File: src/rtl/tt_load_drain_ctrl_ovi.sv
// rtl/tt_load_drain_ctrl_ovi.sv - drains the circular load queue for one scoreboard entry per request
module tt_load_drain_ctrl_ovi #(
  parameter int LQ_DEPTH = 8,
  parameter int LQID_W   = 3,
  parameter int CNT_W    = 4,
  parameter int SBID_W   = 5
) (
  input  logic                clk,
  input  logic                reset_n,
  input  logic                i_drain_req,
  input  logic [SBID_W-1:0]   i_drain_sb_id,
  input  logic [CNT_W-1:0]    i_drain_ref_count,
  input  logic [LQID_W-1:0]   i_drain_lqid_start,
  output logic                o_draining,
  input  logic [LQ_DEPTH-1:0] i_lq_entry_valid,
  output logic                o_wb_valid,
  output logic [LQID_W-1:0]   o_wb_lqid,
  output logic [SBID_W-1:0]   o_wb_sb_id,
  input  logic                i_wb_ready,
  output logic                o_lq_commit,
  output logic [LQID_W-1:0]   o_dest_lqid,
  output logic                o_drain_done,
  output logic [SBID_W-1:0]   o_drain_done_sb_id,
  input  logic                i_flush
);

  typedef enum logic [1:0] {IDLE, DRAIN, DONE} state_e;

  localparam logic [CNT_W-1:0] MAX_CNT = CNT_W'(LQ_DEPTH);

  state_e              state_q, state_d;
  logic [LQID_W-1:0]   ptr_q, ptr_d;
  logic [CNT_W-1:0]    remaining_q, remaining_d;
  logic [SBID_W-1:0]   sb_id_q, sb_id_d;
  logic                fire;

  always_ff @(posedge clk or negedge reset_n) begin
    if (!reset_n) begin
      state_q     <= IDLE;
      ptr_q       <= '0;
      remaining_q <= '0;
      sb_id_q     <= '0;
    end else begin
      state_q     <= state_d;
      ptr_q       <= ptr_d;
      remaining_q <= remaining_d;
      sb_id_q     <= sb_id_d;
    end
  end

  assign o_draining = (state_q != IDLE);

  always_comb begin
    state_d            = state_q;
    ptr_d              = ptr_q;
    remaining_d        = remaining_q;
    sb_id_d            = sb_id_q;
    fire               = 1'b0;
    o_wb_valid         = 1'b0;
    o_wb_lqid          = '0;
    o_wb_sb_id         = '0;
    o_lq_commit        = 1'b0;
    o_dest_lqid        = '0;
    o_drain_done       = 1'b0;
    o_drain_done_sb_id = '0;

    case (state_q)
      IDLE: begin
        // A flush in IDLE also blocks acceptance for that cycle.
        if (i_drain_req && !i_flush) begin
          sb_id_d     = i_drain_sb_id;
          ptr_d       = i_drain_lqid_start;
          remaining_d = (i_drain_ref_count > MAX_CNT) ? MAX_CNT : i_drain_ref_count;
          state_d     = (i_drain_ref_count == '0) ? DONE : DRAIN;
        end
      end
      DRAIN: begin
        o_wb_valid = i_lq_entry_valid[ptr_q];
        o_wb_lqid  = ptr_q;
        o_wb_sb_id = sb_id_q;
        fire       = o_wb_valid && i_wb_ready && !i_flush;
        if (i_flush) begin
          state_d = IDLE;
        end else if (fire) begin
          o_lq_commit = 1'b1;
          o_dest_lqid = ptr_q;
          ptr_d       = ptr_q + 1'b1;
          remaining_d = remaining_q - 1'b1;
          if (remaining_q == CNT_W'(1)) state_d = DONE;
        end
      end
      DONE: begin
        state_d = IDLE;
        if (!i_flush) begin
          o_drain_done       = 1'b1;
          o_drain_done_sb_id = sb_id_q;
        end
      end
      default: state_d = IDLE;
    endcase
  end

endmodule

File: config.mk
export PLATFORM = sky130hd
export DESIGN_NAME = tt_load_drain_ctrl_ovi
export DESIGN_NICKNAME = d
export VERILOG_FILES = /design/src/rtl/tt_load_drain_ctrl_ovi.sv
export SDC_FILE = /design/constraint.sdc
export NUM_CORES = 1
export LEC_CHECK = 0
export CORE_MARGIN = 2
export CORE_UTILIZATION = 30
export DETAILED_ROUTE_END_ITERATION = 7
export SYNTH_ARGS = -nofsm -noshare
export SYNTH_HDL_FRONTEND = slang
export SYNTH_SLANG_ARGS = --single-unit
export TNS_END_PERCENT = 100
File: constraint.sdc
create_clock -name clk -period 2.06 [get_ports clk]
set_clock_uncertainty 0.1 [all_clocks]
set_input_delay 0.515 -clock clk [delete_from_list [all_inputs] [get_ports clk]]
set_output_delay 0.515 -clock clk [all_outputs]
set_load 0.005 [all_outputs]
==> metrics.md, run 1 <==
| Metric | Value |
|---|---|
| CTS Buffer Depth | 2 |
| Sw Ratio | 0.363 |
| CTS Buf Count | 3 |
| Clk pwr share | 0.119 |
| Pre-CTS setup slack | -0.753 ns |
| Final Cell Area | about 1900 µm² |
| Library cells used by synthesis | 36 |
| Fillers | 320 |
| Layout Nets | approximately 230 |
| Clock-pin slew on the worst setup and hold paths | roughly 0.090 ns |
| IR drop worst, VDD | between 300 and 400 µV |
| Clock tree sinks | 14 |
| CTS root buffer | clkbuf_4 |
| Initial antenna violation count | 0 |
| Worst R2R End | remaining_q[0] |
| Failing checks | negative setup slack |
| WL final | ~3300 µm |
| RSZ-0062 raised after global routing | true |
| Post-Synthesis Mean Instance Area | around 9.5 µm² |
| Post-Place Cells | 225 |
| Vias | between 1000 and 1500 |
| DRT antenna net count | 0 |
| Flops & latches, synth | 14 |
| Initial Util | 0.315 |
| Ports | 45 |
| FF+latch area | between 300 and 400 µm² |
| DR vias/cell | around 5 |
| Worst Tran Pin Value | between 0.3 and 0.4 ns |
| Top_reg_cell synth | dfrtp_1 |
| Drt wl/cell | around 14 µm |
| Clk_lat worst skew | around 0.28 ns |
| Setup crit end kind | output pin |
| Final Non-Filler Cells | around 240 |
| Register-to-Register Path Depth | 6 |
| Global-route wire length before repair | 5660 µm |
| Port buffer count | between 40 and 50 |
| CP startpoint | ptr_q[0] |
| Yosys top cell by area | dfrtp_1 |
| CP required | roughly 1.4 ns |
| Reg2reg start | ptr_q[0] |
| Grt total ovfl | 0 |
| Hold Path Class | in2async |
| Final hold slack | 0.431 ns |
| Synth area leaders | dfrtp_1, and2_1, mux2i_1, mux2_2, ha_1 |
| R2R Setup Slk | 0.15 ns |
| Total track usage | 0.174 |
| Area after DPL | 1740 µm² |
| Core Region | 3390 µm² |
| Logic gate share of total power | 0.609 |
| Critical Path Sink | o_dest_lqid[0] |
| Leakage | 0.910 nW |
| Final Hold Vio Count | 0 |
| Worst slew margin | 0.749 |
| Syn_nets | 141 |
| H-tree levels | 1 |
| Post-synth ARST share | 1.00 |
| Pwr Density | roughly 900 nW/µm² |
| Status | finished with violations |
| Die X-Extent | around 64 µm |
| Most frequent cells in the layout | buf_4, clkdlybuf4s50_1, buf_6 |
| Critical path arrival | between 1.5 and 2 ns |
| Pint | approximately 0.0011 W |
| Mapped cell area | 1070 µm² |
| Crit Path Max Fanout | 5 |
| Largest net degree at the start of global routing | 15 |
| Drt pass-1 iters | 4 |
| Multi-input gate area | roughly 740 µm² |
| Kind of critical path | reg2out |
| Final core occ | 0.566 |
| # DRC | 0 |
| Gpl congestion | just under 0.8 |
| Worst setup SP type | flop |
| Die height | 63.7 µm |
| Sequential share of power | 0.272 |
| NetSw | about 0.00063 W |
| Vias in the first global route | around 1300 |
| Number of synthesized flops with an enable pin | 0 |
| First DRT Iteration DRCs | 37 |
| Final setup violation count | 8 |
| Register area share after synthesis | 0.328 |
| Yosys top cell area share | 0.328 |
| Antenna diode instance count | 0 |
| Post-DP HPWL | between 2000 and 3000 µm |
| Rows | 21 |
| Share of layout cells above drive strength 1 | 0.474 |
| CTS tree | done |
| Mapped Cells | between 100 and 150 |
| Final critical-path share of the clock period | 1.09 |
| FMAX | about 450 MHz |
| Final min period | roughly 2.2 ns |
| Commonest non-fill, non-tap cell in the layout | buf_4 |
| Final WS setup | -0.178 ns |
| Layout area overhead | 79.6% |
| Slew Limit Fails | 0 |
| Die area | about 4100 µm² |
| Max cap viols | 0 |
| Yosys warns | 0 |
## sequential cells by signal (all words and copies together), names as in the netlist
register,flops
state_q,2
remaining_q,4
ptr_q,3
sb_id_q,5
## worst min-delay path by stage
stage | depth (start not counted) | to | start
floorplan | 0 | ptr_q[0] | reset_n
global placement | 1 | sb_id_q[1] | sb_id_q[1]
detailed placement | 1 | sb_id_q[1] | sb_id_q[1]
CTS | 2 | sb_id_q[0] | reset_n
global route | 2 | sb_id_q[2] | reset_n
finish | 2 | sb_id_q[2] | reset_n
## worst max-delay path: stages, from the launching register on
cell and delay [ns]:
dfrtp_2 0.48, mux2i_2 0.20, a22oi_2 0.21, nand2_1 0.11, buf_6 0.13, nor3_2 0.08
buf_2 0.13
## cell families (layout without fill, tap and decap cells)
group                    count (synthesis)  after routing  synth area share
AO/OA/AOI/OAI                           22             22             0.174
adder cells (fa/ha/maj)                  3              3            0.0351
buffers and inverters                   10             93            0.0422
flip-flops                              14             14             0.328
multiplexers                            12             12             0.123
AND/OR/NAND/NOR                         52             52             0.297
## synth_stat cells (2+ instances only)
cell type,number
mux2_2,5
a22oi_1,3
nor3b_1,3
or3_1,2
and2_1,13
nor2_1,7
o21ai_0,2
mux2i_1,6
nand2b_1,2
nor2b_1,2
nand2_1,7
and3_1,3
ha_1,3
clkbuf_1,3
inv_1,6
a22o_4,2
nor3_1,4
nand3b_1,2
o211ai_1,3
dfrtp_1,14
a31oi_1,3
a21oi_1,3
nand4_1,2
## cell type report
class	instances	share of cell area
tap	46	0.0300
multi-input combinational	89	0.385
sequential	14	0.184
timing repair buffer	83	0.370
inverter	6	0.0117
clock buffer	4	0.0189
## per-layer routing
metal	share of wire	global-route usage
met5	0	0
met4	0.015	0.0516
met3	0.065	0.0393
met2	0.50	0.317
met1	0.42	0.202
## power groups by stage
stage / clock, W / combinational (W) / sequential, W
after global routing: 0.000234 / 0.00114 / 0.000489
after floorplan: 0 / 0.000486 / 0.000437
after detailed placement: 0 / 0.000851 / 0.000466
after CTS: 0.000214 / 0.000983 / 0.000469
after global placement: 0 / 0.000837 / 0.000461
final: 0.000204 / 0.00105 / 0.000469
## per-stage QoR
stage          total power (W)  TNS [ns]
2_1_floorplan         0.000923         0
3_3_place_gp           0.00130     -9.58
3_5_place_dp           0.00132     -9.95
4_1_cts                0.00167     -1.06
5_1_grt                0.00187     -1.62
6_report               0.00172    -0.770
## timing repair
action / 4_1_cts / 5_1_grt
resized for setup: 104 / 17
endpoints found under the hold margin: 0 / 0
hold buffers: 0 / 0
buffers inserted: 9 / 4
endpoints found under the setup margin: 20 / 18
pin swaps: 19 / 4
cloned: 0 / 0
(Power assumes the default switching activity.)
==> run 2: changes to the inputs <==
--- a/config.mk
+++ b/config.mk
@@ -5,8 +5,10 @@
 export SDC_FILE = /design/constraint.sdc
 export NUM_CORES = 1
 export LEC_CHECK = 0
+export ABC_CLOCK_PERIOD_IN_PS = 2060
 export CORE_MARGIN = 2
 export CORE_UTILIZATION = 30
+export CTS_CLUSTER_SIZE = 28
 export DETAILED_ROUTE_END_ITERATION = 7
 export SYNTH_ARGS = -nofsm -noshare
 export SYNTH_HDL_FRONTEND = slang
==> results of run 2 <==
Same layout as run 1: the final DEF is identical, and so are final timing and power.
==> run 3: changes to the inputs <==
--- a/config.mk
+++ b/config.mk
@@ -6,10 +6,12 @@
 export NUM_CORES = 1
 export LEC_CHECK = 0
 export ABC_CLOCK_PERIOD_IN_PS = 2060
+export CORE_ASPECT_RATIO = 1.4
 export CORE_MARGIN = 2
 export CORE_UTILIZATION = 30
 export CTS_CLUSTER_SIZE = 28
 export DETAILED_ROUTE_END_ITERATION = 7
+export MAX_ROUTING_LAYER = met4
 export SYNTH_ARGS = -nofsm -noshare
 export SYNTH_HDL_FRONTEND = slang
 export SYNTH_SLANG_ARGS = --single-unit
==> metrics.md, run 3 (synthesis results as in run 1) <==
| Metric | Value |
|---|---|
| Initial Util | 0.313 (-0.00185) |
| Die area | 4060 µm² (+0.17%) |
| Hold Buf Count CTS | 0 (unchanged) |
| Reg2reg start | ptr_q[0] |
| Clock tree sinks | 14 (unchanged) |
| Setup tns final | -0.676 ns (+0.0941 ns) |
| Most frequent cells in the layout | buf_4, clkdlybuf4s50_1, dlygate4sd2_1 |
| Rows | 25 (+19%) |
| Drt wl/cell | 14.9 µm (+9.0%) |
| H-tree levels | 1 (unchanged) |
| Slowest stage cell, crit path | dfrtp_2 |
| Final Hold Vio Count | 0 (unchanged) |
| Commonest non-fill, non-tap cell in the layout | buf_4 |
| Die height | 74.6 µm (+17%) |
| Max cap viols | 0 (unchanged) |
| Max reg flops | 5 (unchanged) |
| Worst slew margin | 0.796 (+0.0479) |
| R2R Setup Slk | -0.03 ns (-0.18 ns) |
| Hold Crit Start | sb_id_q[0] |
| Vias in the first global route | 1321 (+4.7%) |
| Final critical-path share of the clock period | 1.09 (about the same) |
| Post-DP HPWL | 2630 µm (+4.4%) |
| Clk_lat worst skew | 0.25 ns (-0.03 ns) |
| Worst R2R End | remaining_q[3] |
| Failing checks | negative setup slack |
| Status | finished with violations |
| First DRT Iteration DRCs | 14 (-62%) |
| CTS Buf Count | 3 (unchanged) |
| Crit Path Max Fanout | 5 (unchanged) |
| CTS root buffer | clkbuf_8 |
| CTS Buffer Depth | 2 (unchanged) |
| Kind of critical path | reg2out |
| Clock-pin slew on the worst setup and hold paths | 0.06 ns (-0.03 ns) |
| Antenna diode instance count | 0 (unchanged) |
| CTS tree | done |
| Final setup violation count | 7 (-1) |
| Drt pass-1 iters | 4 (unchanged) |
| Leakage | 0.930 nW (+2.2%) |
| Slowest Stage Delay on Critical Path | 0.47 ns (about the same) |
| Grt total ovfl | 0 (unchanged) |
| Total track usage | 0.198 (+0.0232) |
| Hold Path Class | reg2reg |
| FMAX | 447 MHz (about the same) |
| Port buffer count | 44 (unchanged) |
| Setup crit end kind | output pin |
| DR vias/cell | 5.05 (+2.6%) |
| Worst Tran Pin Value | 0.297 ns (-0.0769 ns) |
| Gpl congestion | 0.812 (+3.2%) |
| Largest net degree at the start of global routing | 15 (unchanged) |
| DRT antenna net count | 0 (unchanged) |
| Share of layout cells above drive strength 1 | 0.465 (-0.00914) |
| Initial antenna violation count | 0 (unchanged) |
| Critical path arrival | 1.62 ns (about the same) |
| Worst hold endpoint | sb_id_q[0] |
| Hold-critical path depth | 1 |
| Cell Chain, Critical Path | mux2i_2 -> buf_4 -> a22o_4 -> nor2_2 -> and3_1 -> buf_2 |
| Register with the most flip-flops | sb_id_q |
| Final hold slack | 0.426 ns (-0.00578 ns) |
| Final Non-Filler Cells | 242 (unchanged) |
| Die X-Extent | 54.4 µm (-15%) |
| WL final | 3600 µm (+9.0%) |
| Core Region | 3410 µm² (+0.59%) |
| Layout Nets | 231 (+2.7%) |
| Pre-CTS setup slack | -0.734 ns (+0.0185 ns) |
| Final min period | 2.24 ns (-0.00106 ns) |
| RSZ-0062 raised after global routing | true |
| Vias | 1223 (+2.6%) |
| Worst setup SP type | flop |
| PnR Total Power | 0.00181 W (+4.8%) |
| Final WS setup | -0.177 ns (+0.00106 ns) |
| Slew Limit Fails | 0 (unchanged) |
| Register-to-Register Path Depth | 8 (+2) |
| # DRC | 0 (unchanged) |
| Largest regs | sb_id_q x5, remaining_q x4, ptr_q x3 |
| Layout area overhead | 80.2% |
| Post-Place Cells | 217 (-3.6%) |
| IR drop worst, VDD | 526 µV (+45%) |
| Pwr Density | 938 nW/µm² (+4.5%) |
| Ports | 45 (unchanged) |
| CP required | 1.44 ns (about the same) |
| Global-route wire length before repair | 5620 µm (-0.74%) |
## run 3: cell count changes in the layout (fill, tap and decap cells not counted), moves of 3 or more
cell	before	now
clkbuf_2	2	9
and2_1	5	11
buf_6	14	6
clkbuf_4	3	0
clkbuf_8	1	4
and2_4	8	2
buf_4	33	40
## run 3: cell type report
class,count,area (µm²)
clock buffer,4,55.1
fill,335,1480
inverter,6,22.5
multi-input combinational,89,742
sequential,14,354
tap,40,50.0
timing repair buffer,89,702
## run 3: how the worst max path moves through the flow
stage                   startpoint             end  slack (ns)  cells after the start
2_1_floorplan             ptr_q[0]  o_dest_lqid[0]        0.13                      5
3_3_place_gp               i_flush  o_dest_lqid[2]       -0.69                      5
3_5_place_dp   i_lq_entry_valid[3]  o_dest_lqid[0]       -0.73                      6
4_1_cts                   ptr_q[0]     o_lq_commit       -0.20                      6
5_1_grt                   ptr_q[0]  o_dest_lqid[2]       -0.24                      6
6_report                  ptr_q[0]  o_dest_lqid[2]       -0.18                      6
## run 3: what timing repair did
action,in CTS,in global routing
pin swaps,11,5
endpoints found under the setup margin,25,16
gates resized for setup,75,21
cloned,0,0
buffers inserted,18,4
## run 3: where the power goes
group          switching [W]  total [W]  internal [W]
Sequential         0.0000972   0.000467      0.000370
Clock               0.000105   0.000275      0.000170
Combinational       0.000449    0.00106      0.000615
Total               0.000652    0.00181       0.00115
## run 3: layer usage
layer | wire, µm | track usage | up-vias
li1 | - | - | 591
met1 | 1330 | 0.205 | 579
met2 | 2010 | 0.367 | 45
met3 | 180 | 0.0218 | 8
met4 | 82 | 0.0750 | 0
met5 | 0 | - | -
## run 3: stage by stage
step                 util  cell area [µm²]
floorplan               -             1070
global placement    0.503             1720
detailed placement  0.503             1720
CTS                 0.560             1910
global route        0.565             1930
finish              0.565             1930
## run 3: critical path, delay by kind of cell (launching register included)
kind	cells	cell delay (ns)
multiplexers	1	0.20
flip-flops	1	0.47
AO/OA/AOI/OAI	1	0.21
AND/OR/NAND/NOR	2	0.23
buffers and inverters	2	0.26
